--- config.mk ---
export PLATFORM = sky130hd
export DESIGN_NAME = piezo_tune_sched
export DESIGN_NICKNAME = d
export VERILOG_FILES = /design/src/rtl/piezo_tune_sched.sv
export SDC_FILE = /design/constraint.sdc
export NUM_CORES = 1
export LEC_CHECK = 0
export CAP_MARGIN = 25
export CORE_AREA = 2 2 84 86
export CTS_CLUSTER_DIAMETER = 150
export DETAILED_ROUTE_END_ITERATION = 12
export DIE_AREA = 0 0 86 88
export PLACE_DENSITY = 0.78
export SLEW_MARGIN = 10
export SYNTH_ARGS = -nofsm -noshare
export SYNTH_HDL_FRONTEND = slang
export SYNTH_SLANG_ARGS = --single-unit
--- constraint.sdc ---
create_clock -name clk -period 2.3 [get_ports clk]
set_clock_uncertainty 0.2 [all_clocks]
set_input_delay 0.46 -clock clk [delete_from_list [all_inputs] [get_ports clk]]
set_output_delay 0.46 -clock clk [all_outputs]
set_load 0.005 [all_outputs]
--- src/rtl/piezo_tune_sched.sv ---
// Piezo alarm scheduler: arbitrates too_fast / batt_low / en_steer and walks the
// selected tune note by note over a start/done handshake with the tone generator.
module piezo_tune_sched #(
  parameter bit          FAST_SIM = 1'b1,
  parameter int unsigned GAP_CYC  = 150_000_000
) (
  input  logic        clk,
  input  logic        rst,
  input  logic        too_fast,
  input  logic        batt_low,
  input  logic        en_steer,
  input  logic        tone_done,
  output logic        tone_start,
  output logic        tone_abort,
  output logic [14:0] tone_period,
  output logic [24:0] tone_dur,
  output logic [1:0]  active_tune
);

  localparam int unsigned SHIFT    = FAST_SIM ? 9 : 0;
  localparam logic [27:0] GAP_LOAD = 28'(GAP_CYC >> SHIFT);
  // GAP lasts exactly GAP_LOAD cycles: the counter is loaded one short and expires at 0.
  localparam logic [27:0] GAP_INIT = (GAP_LOAD == 28'd0) ? 28'd0 : GAP_LOAD - 28'd1;

  typedef enum logic [2:0] {S_IDLE, S_START, S_PLAY, S_GAP, S_ABORT} state_e;
  typedef enum logic [1:0] {T_NONE = 2'd0, T_FAST = 2'd1, T_BATT = 2'd2, T_STEER = 2'd3} tune_e;

  // Notes are numbered in STEER order; BATT plays them backwards, FAST uses the first three.
  function automatic logic [2:0] note_at(input tune_e t, input logic [2:0] idx);
    return (t == T_BATT) ? 3'd5 - idx : idx;
  endfunction

  function automatic logic [14:0] note_period(input logic [2:0] n);
    int unsigned p;
    case (n)
      3'd0:       p = 31888;
      3'd1:       p = 23890;
      3'd2, 3'd4: p = 18961;
      default:    p = 15944;
    endcase
    return 15'(p >> SHIFT);
  endfunction

  function automatic logic [24:0] note_dur(input logic [2:0] n);
    int unsigned d;
    case (n)
      3'd0, 3'd1, 3'd2: d = 8388608;
      3'd3:             d = 12582912;
      3'd4:             d = 4194304;
      default:          d = 16777216;
    endcase
    return 25'(d >> SHIFT);
  endfunction

  state_e      state_q, state_d;
  tune_e       tune_q, tune_d, req_tune, load_tune;
  logic [2:0]  idx_q, idx_d, load_idx;
  logic [27:0] gap_q, gap_d;
  logic [14:0] period_q, period_d;
  logic [24:0] dur_q, dur_d;
  logic        own_req, higher_req, last_note, load, go_idle;

  always_comb begin
    req_tune = T_NONE;
    if (too_fast)      req_tune = T_FAST;
    else if (batt_low) req_tune = T_BATT;
    else if (en_steer) req_tune = T_STEER;

    case (tune_q)
      T_FAST:  own_req = too_fast;
      T_BATT:  own_req = batt_low;
      T_STEER: own_req = en_steer;
      default: own_req = 1'b0;
    endcase

    // Smaller non-zero tune code means higher priority.
    higher_req = (req_tune != T_NONE) && (req_tune < tune_q);
    last_note  = (tune_q == T_FAST) ? (idx_q == 3'd2) : (idx_q == 3'd5);
  end

  // NOTE: every signal written here gets a default first, so no path can leave one
  // unassigned and infer a latch.
  always_comb begin
    state_d   = state_q;
    tune_d    = tune_q;
    idx_d     = idx_q;
    gap_d     = gap_q;
    period_d  = period_q;
    dur_d     = dur_q;
    load      = 1'b0;
    go_idle   = 1'b0;
    load_tune = tune_q;
    load_idx  = 3'd0;

    case (state_q)
      S_IDLE: begin
        if (req_tune != T_NONE) begin
          load      = 1'b1;
          load_tune = req_tune;
        end
      end
      S_START: state_d = S_PLAY;
      S_PLAY: begin
        if (tone_done) begin
          if (higher_req) begin
            load      = 1'b1;
            load_tune = req_tune;
          end else if (!own_req) begin
            go_idle = 1'b1;
          end else if (!last_note) begin
            load     = 1'b1;
            load_idx = idx_q + 3'd1;
          end else if (tune_q == T_FAST) begin
            load = 1'b1;
          end else begin
            state_d = S_GAP;
            gap_d   = GAP_INIT;
          end
        end else if (too_fast && tune_q != T_FAST) begin
          state_d = S_ABORT;
        end
      end
      S_GAP: begin
        if (too_fast) begin
          state_d = S_ABORT;
        end else if (higher_req) begin
          load      = 1'b1;
          load_tune = req_tune;
        end else if (!own_req) begin
          go_idle = 1'b1;
        end else if (gap_q == 28'd0) begin
          load = 1'b1;
        end else begin
          gap_d = gap_q - 28'd1;
        end
      end
      S_ABORT: begin
        load      = 1'b1;
        load_tune = T_FAST;
      end
      default: go_idle = 1'b1;
    endcase

    if (load) begin
      state_d  = S_START;
      tune_d   = load_tune;
      idx_d    = load_idx;
      gap_d    = 28'd0;
      period_d = note_period(note_at(load_tune, load_idx));
      dur_d    = note_dur(note_at(load_tune, load_idx));
    end
    if (go_idle) begin
      state_d  = S_IDLE;
      tune_d   = T_NONE;
      idx_d    = 3'd0;
      gap_d    = 28'd0;
      period_d = 15'd0;
      dur_d    = 25'd0;
    end
  end

  // NOTE: sequential state uses non-blocking assignments so every flop samples the
  // pre-edge values regardless of statement order.
  always_ff @(posedge clk or posedge rst) begin
    if (rst) begin
      state_q  <= S_IDLE;
      tune_q   <= T_NONE;
      idx_q    <= 3'd0;
      gap_q    <= 28'd0;
      period_q <= 15'd0;
      dur_q    <= 25'd0;
    end else begin
      state_q  <= state_d;
      tune_q   <= tune_d;
      idx_q    <= idx_d;
      gap_q    <= gap_d;
      period_q <= period_d;
      dur_q    <= dur_d;
    end
  end

  assign tone_start  = (state_q == S_START);
  assign tone_abort  = (state_q == S_ABORT);
  assign tone_period = period_q;
  assign tone_dur    = dur_q;
  assign active_tune = tune_q;

endmodule

Word-level counts from Yosys, hierarchy flattened
Cells that the tools add are included.

cells by class
  reduce and logical (&&, ||, !) cells = 14
  $add $sub $neg = 3
  $lt $le $gt $ge = 1
  equal/unequal tests = 30
  mux-type cells = 64

operator list
  kind                     count
  $mux W28                 11
  $pmux W25 S3             1
  $pmux W28 S2             1
  $mux W3                  17
  $mux W25                 2
  $pmux W15 S3             1
  $ne A4 B4 Y1 const B     10
  $mux W15                 2
  $logic_not A28 Y1        1
  $sub A28 B1 Y28 const B  1
  $ne A5 B5 Y1 const B     5
  $mux W2                  9
  $eq A3 B2 Y1 const B     5
  $mux W1                  15
  $reduce_and A10 Y1       1
  $eq A3 B3 Y1 const B     3
  $pmux W3 S3              1
  $pmux W2 S4              1
  $reduce_and A7 Y1        1
  $eq A2 B2 Y1 const B     3
  $eq A3 B1 Y1 const B     2
  $logic_not A3 Y1         2
  $pmux W1 S3              2
  $reduce_or A3 Y1         2
  other kinds (11)         13

storage, ports and cells
  logic and storage cells = 118
  flip-flop bits (word level) = 76
  output and inout bits = 44
  input bits = 6

Depth between registers and ports, before layout
Gate-level depths: netlist of the first run.

  depth after elaboration = 15
  gate-level depth with buffers = 9
  gate-level depth less buffers = 8

Worst setup path before layout of the first run
Ideal clock, no wire load.

  kind = in2reg
  start = input port batt_low
  end = register period_q[3] (netlist: tone_period[3])
  slack = -0.173 ns
  arrival time = 2.152 ns
  library setup time = 0.122 ns
  buffers on the path = 1
  stages = 8
  required time = 1.978 ns
  path through = buf_2 and3b_1 o21ai_1 a211oi_1 nand2_1 inv_1 nand3_1 a32o_1

on the way
  word-level cells in the longest chain between the ends = 14
  elaborated cells between the ends (all ways) = 40
  those cells by class = add/sub: 1; order compare: 1; eq/ne: 4; mux: 29; reduce/logical: 5

RTL lines
  item                                                line      source
  start: declaration                                  10        input logic batt_low,
  $mux W2                                             66        else if (batt_low) req_tune = T_BATT;
  $mux W2                                             65        if (too_fast) req_tune = T_FAST;
  $lt A2 B2 Y1 or $reduce_bool A2 Y1 (tied branches)  77, 97
  $logic_and A1 B1 Y1                                 77        higher_req = (req_tune != T_NONE) && (req_tune < tune_q);
  $mux W3 or $mux W2 (tied branches)                  105, 126
  $mux W3, or another cell as far along               104       if (tone_done) begin
  $mux W3 or $pmux W2 S4 (tied branches)              95        case (state_q)
  $sub A3 B3 Y3 or $eq A2 B2 Y1 (tied branches)       30        return (t == T_BATT) ? 3'd5 - idx : idx;
  $mux W3                                             30
  $eq A3 B3 Y1 or $eq A3 B2 Y1 (tied branches)        35        case (n)
  $reduce_or A2 Y1                                    35
  $pmux W15 S3                                        35
  $mux W15                                            144       if (load) begin
  $mux W15                                            152       if (go_idle) begin
  end signal: assignment                              177       period_q <= period_d;
  end: declaration                                    59        logic [14:0] period_q, period_d;

Parallel ways exist; a longest one is shown, timed or not. The select of a mux whose other input is x is not followed.
A chain may end at the register's enable or synchronous reset.

Final worst setup path of the first run
  start = register gap_q[8]
  end = register gap_q[12]

on the way
  word-level cells in the longest chain between the ends = 8
  elaborated cells between the ends (all ways) = 25
  those cells by class = add/sub: 1; eq/ne: 9; mux: 12; reduce/logical: 3

RTL lines
  item                                                  line      source
  start: declaration                                    58        logic [27:0] gap_q, gap_d;
  start signal: assignment                              176       gap_q <= gap_d;
  $sub A28 B1 Y28 or $logic_not A28 Y1 (tied branches)  134, 131
  $mux W28 or $mux W1 (tied branches)                   131       end else if (gap_q == 28'd0) begin
  $mux W28 or $mux W1 (tied branches)                   129       end else if (!own_req) begin
  $mux W28 or $mux W1 (tied branches)                   126       end else if (higher_req) begin
  $mux W28 or $mux W1 (tied branches)                   124       if (too_fast) begin
  $pmux W28 S2 or $pmux W1 S4 (tied branches)           95
  $mux W28, or another cell as far along                144
  $mux W28 or $reduce_and A10 Y1 (tied branches)        n/a

Parallel ways exist; a longest one is shown, timed or not. The select of a mux whose other input is x is not followed.

==> impl_metrics.ini, run 1 <==
[logic_synthesis]
ys_ff_latch = 44
ys.flop_type = dfrtp_1
synthTopCellsByCount = 44 x dfrtp_1, 44 x nor2_1, 34 x buf_4, 33 x nand2_1, 23 x o21ai_0
synthesis.area_per_instance_um2 = 8.39
synth-edff-count = 0
ys_types = 65
synthCells = 376
synth_area_mm2 = 0.00315
ys_warn_count = 0
ys_seq_area_frac = 0.349
synth_area_leader_cell = dfrtp_1
async_flop_share = 1.00
synth_top_area_frac = 0.349
netlist_top_cells_area = dfrtp_1 35%, buf_4 8.1%, nor2_1 5.2%

[worst_setup_path]
cp-end-kind = flip-flop
crit_type = reg -> reg
cp-startpoint = gap_q[8]
crit_chain = nor4_1 > buf_4 > nand2_1 > nor4_4 > buf_4 > o21ai_2 > buf_6 > buf_4 > a21oi_1 > a311oi_2
slowest_stage = dfrtp_1
crit_fanout = 7
worst-path-buf-inv = 4
crit_path_end = gap_q[12]
cp.required_ns = 2.29
reg2reg_depth = 10
cp-start-kind = flip-flop
worstReg2RegEnd = gap_q[12]
r2r_slack_ns = -0.20
arrival_ns = 2.49
crit_family = simple AND/OR/NAND/NOR gates
reg2reg_from = gap_q[8]
path_common_cell = buf_4
crit_cells = 10
slowest_delay_ns = 0.41

[place]
gp_congestion = 0.956
dpl.hpwl_um = 5940
place_area_mm2 = 0.00404
port_buffers = 18

[global_routing]
grt_first_pass_wirelength_um = 14700
grt_max_degree = 45
antenna_found_initial = 0
grt.total_usage = 0.241
grt_pass1_vias = 3200
overflow = 0

[min_path]
min_path_type = in -> async

[power_and_ir_drop]
p_sw_frac = 0.453
p_leak_uw = 0.00216
internal-power_uw = 3880
vdd_ir_drop_max_v = 0.00103
combPwrFrac = 0.739
power.density_mw_per_mm2 = 1480
p_seq_frac = 0.169
p_clk_frac = 0.092
p_total_uw = 7090
p_sw_uw = 3210

[sta]
setup_viol = 41
maxSlewHeadroom = 0.651
maxSlewViolCount = 0
layout_setup_ws_ns = -0.196
worst_slew_pin_slew_ns = 0.518
rsz0062_at_grt = yes
layout_min_cycle_time_ns = 2.50
fmax_ghz = 0.401
fin_crit_sh = 1.09
final_hold_viol_count = 0

[clock_network]
postCtsHoldBufs = 0
worstSkewPairLatency_ns = 0.32
htreeDepth = 2
clkTransAtPathRegs_ns = 0.10
clock-sinks = 44
root_buffer = clkbuf_8
cts_buffer_depth = 2
cts_tree = built
cts_buffers = 5

[detailed_routing]
vias = 3642
drt-initial-drc-count = 419
drt_pre_antenna_iters = 5
drc_errors = 0
vias_per_cell = 6.18
drtAntennaViolNets = 0
wl_per_cell_um = 19.2
wirelength_um = 11300

[floorplan]
core_area_mm2 = 0.00664
initial_core_util = 0.475
die_area_mm2 = 0.00757
die_w_um = 86
rows = 30
boundaryPins = 50
die_h_um = 88

[outcome]
outcome = finished with violations
violations = negative setup slack

[finish]
num_antenna_cells = 0
n_fill_cell = 412
areaGrowthSynthToFinish_pct = 51.6
stdcell_area_mm2 = 0.00478
fin_nets = 517
layout-drive-gt1-share = 0.424
utilization = 0.720

[job]
max-cap-violations = 0
==> sequential cells by signal, summed over array words and instances (netlist names) <==
name	flops
tone_dur	3
gap_q	28
active_tune	2
state_q	3
tone_period	5
idx_q	3
==> cell usage in the layout, fill, tap and decap left out, types with 11 or more instances in the layout <==
cell               n
clkdlybuf4s50_1   13
buf_6             21
nand3_1           12
dfrtp_1           40
nor2_1            35
xor2_1            12
nand2_1           28
conb_1            31
inv_1             11
buf_4            101
==> cells by family after synthesis <==
family,synth area share
compound gates,0.206
xor+xnor,0.0444
fa+ha+maj,0.0151
buf+inv,0.119
flops,0.349
mux,0.00952
other cells,0.00119
simple gates,0.255
==> per-stage QoR <==
stage | cells | setup TNS, ns | hold WS [ns] | setup WS, ns
2_1_floorplan | 406 | -1.46 | 0.289 | -0.107
3_3_place_gp | 556 | -18.32 | 0.295 | -0.526
3_5_place_dp | 556 | -21.08 | 0.297 | -0.627
4_1_cts | 573 | -1.00 | 0.306 | -0.0795
5_1_grt | 589 | -8.54 | 0.310 | -0.308
6_report | 589 | -5.14 | 0.278 | -0.196
==> power by group through the flow <==
stage               Clock, uW  Sequential (uW)  Combinational (uW)
floorplan                   0             1140                2110
global placement            0             1150                3550
detailed placement          0             1160                3640
CTS                       644             1160                4170
global route              692             1220                5490
finish                    653             1200                5240
==> metal layers <==
| layer | wire, um | global-route usage | vias to the layer above |
|---|---|---|---|
| li1 | - | - | 1535 |
| met1 | 4350 | 0.299 | 1749 |
| met2 | 5370 | 0.425 | 265 |
| met3 | 896 | 0.0368 | 93 |
| met4 | 663 | 0.0851 | 0 |
| met5 | 0 | 0 | - |
==> worst reg2reg max path, delay by kind of cell (launching register included) <==
kind | cells | cell delay (ns)
flip-flops | 1 | 0.41
AND/OR/NAND/NOR | 3 | 0.73
buffers and inverters | 4 | 0.63
AO/OA/AOI/OAI | 3 | 0.40
==> area by class of cell <==
class	instances	area [um2]	area share
flip-flops and latches	44	1110	0.231
clock inverters	2	38.8	0.00811
clock buffers	6	82.6	0.0173
inverters	12	45.0	0.00942
multi-input cells	300	2170	0.454
repair buffers	145	1240	0.259
well taps	80	100	0.0209
==> worst min path at each step <==
stage,cells after the start,end,startpoint
final,3,tone_period[3],rst
after global routing,3,tone_period[3],rst
after CTS,3,tone_period[0],rst
after detailed placement,1,tone_dur[15],tone_dur[15]
after global placement,1,tone_dur[15],tone_dur[15]
after floorplan,1,tone_period[4],tone_period[4]
==> repair_timing <==
action | 4_1_cts | 5_1_grt
pin swaps | 15 | 31
setup buffers | 10 | 18
setup endpoints to repair | 46 | 45
cloned | 1 | 0
endpoints found under the hold margin | 0 | 0
resized for setup | 46 | 81
(Power assumes the default switching activity.)
==> inputs of run 2 (changes only) <==
--- a/config.mk
+++ b/config.mk
@@ -7,7 +7,7 @@
 export LEC_CHECK = 0
 export CAP_MARGIN = 25
 export CORE_AREA = 2 2 84 86
-export CTS_CLUSTER_DIAMETER = 150
+export CTS_CLUSTER_DIAMETER = 80
 export DETAILED_ROUTE_END_ITERATION = 12
 export DIE_AREA = 0 0 86 88
 export PLACE_DENSITY = 0.78
==> results of run 2 <==
The final DEF is identical to that of run 1; final timing and power are the same.
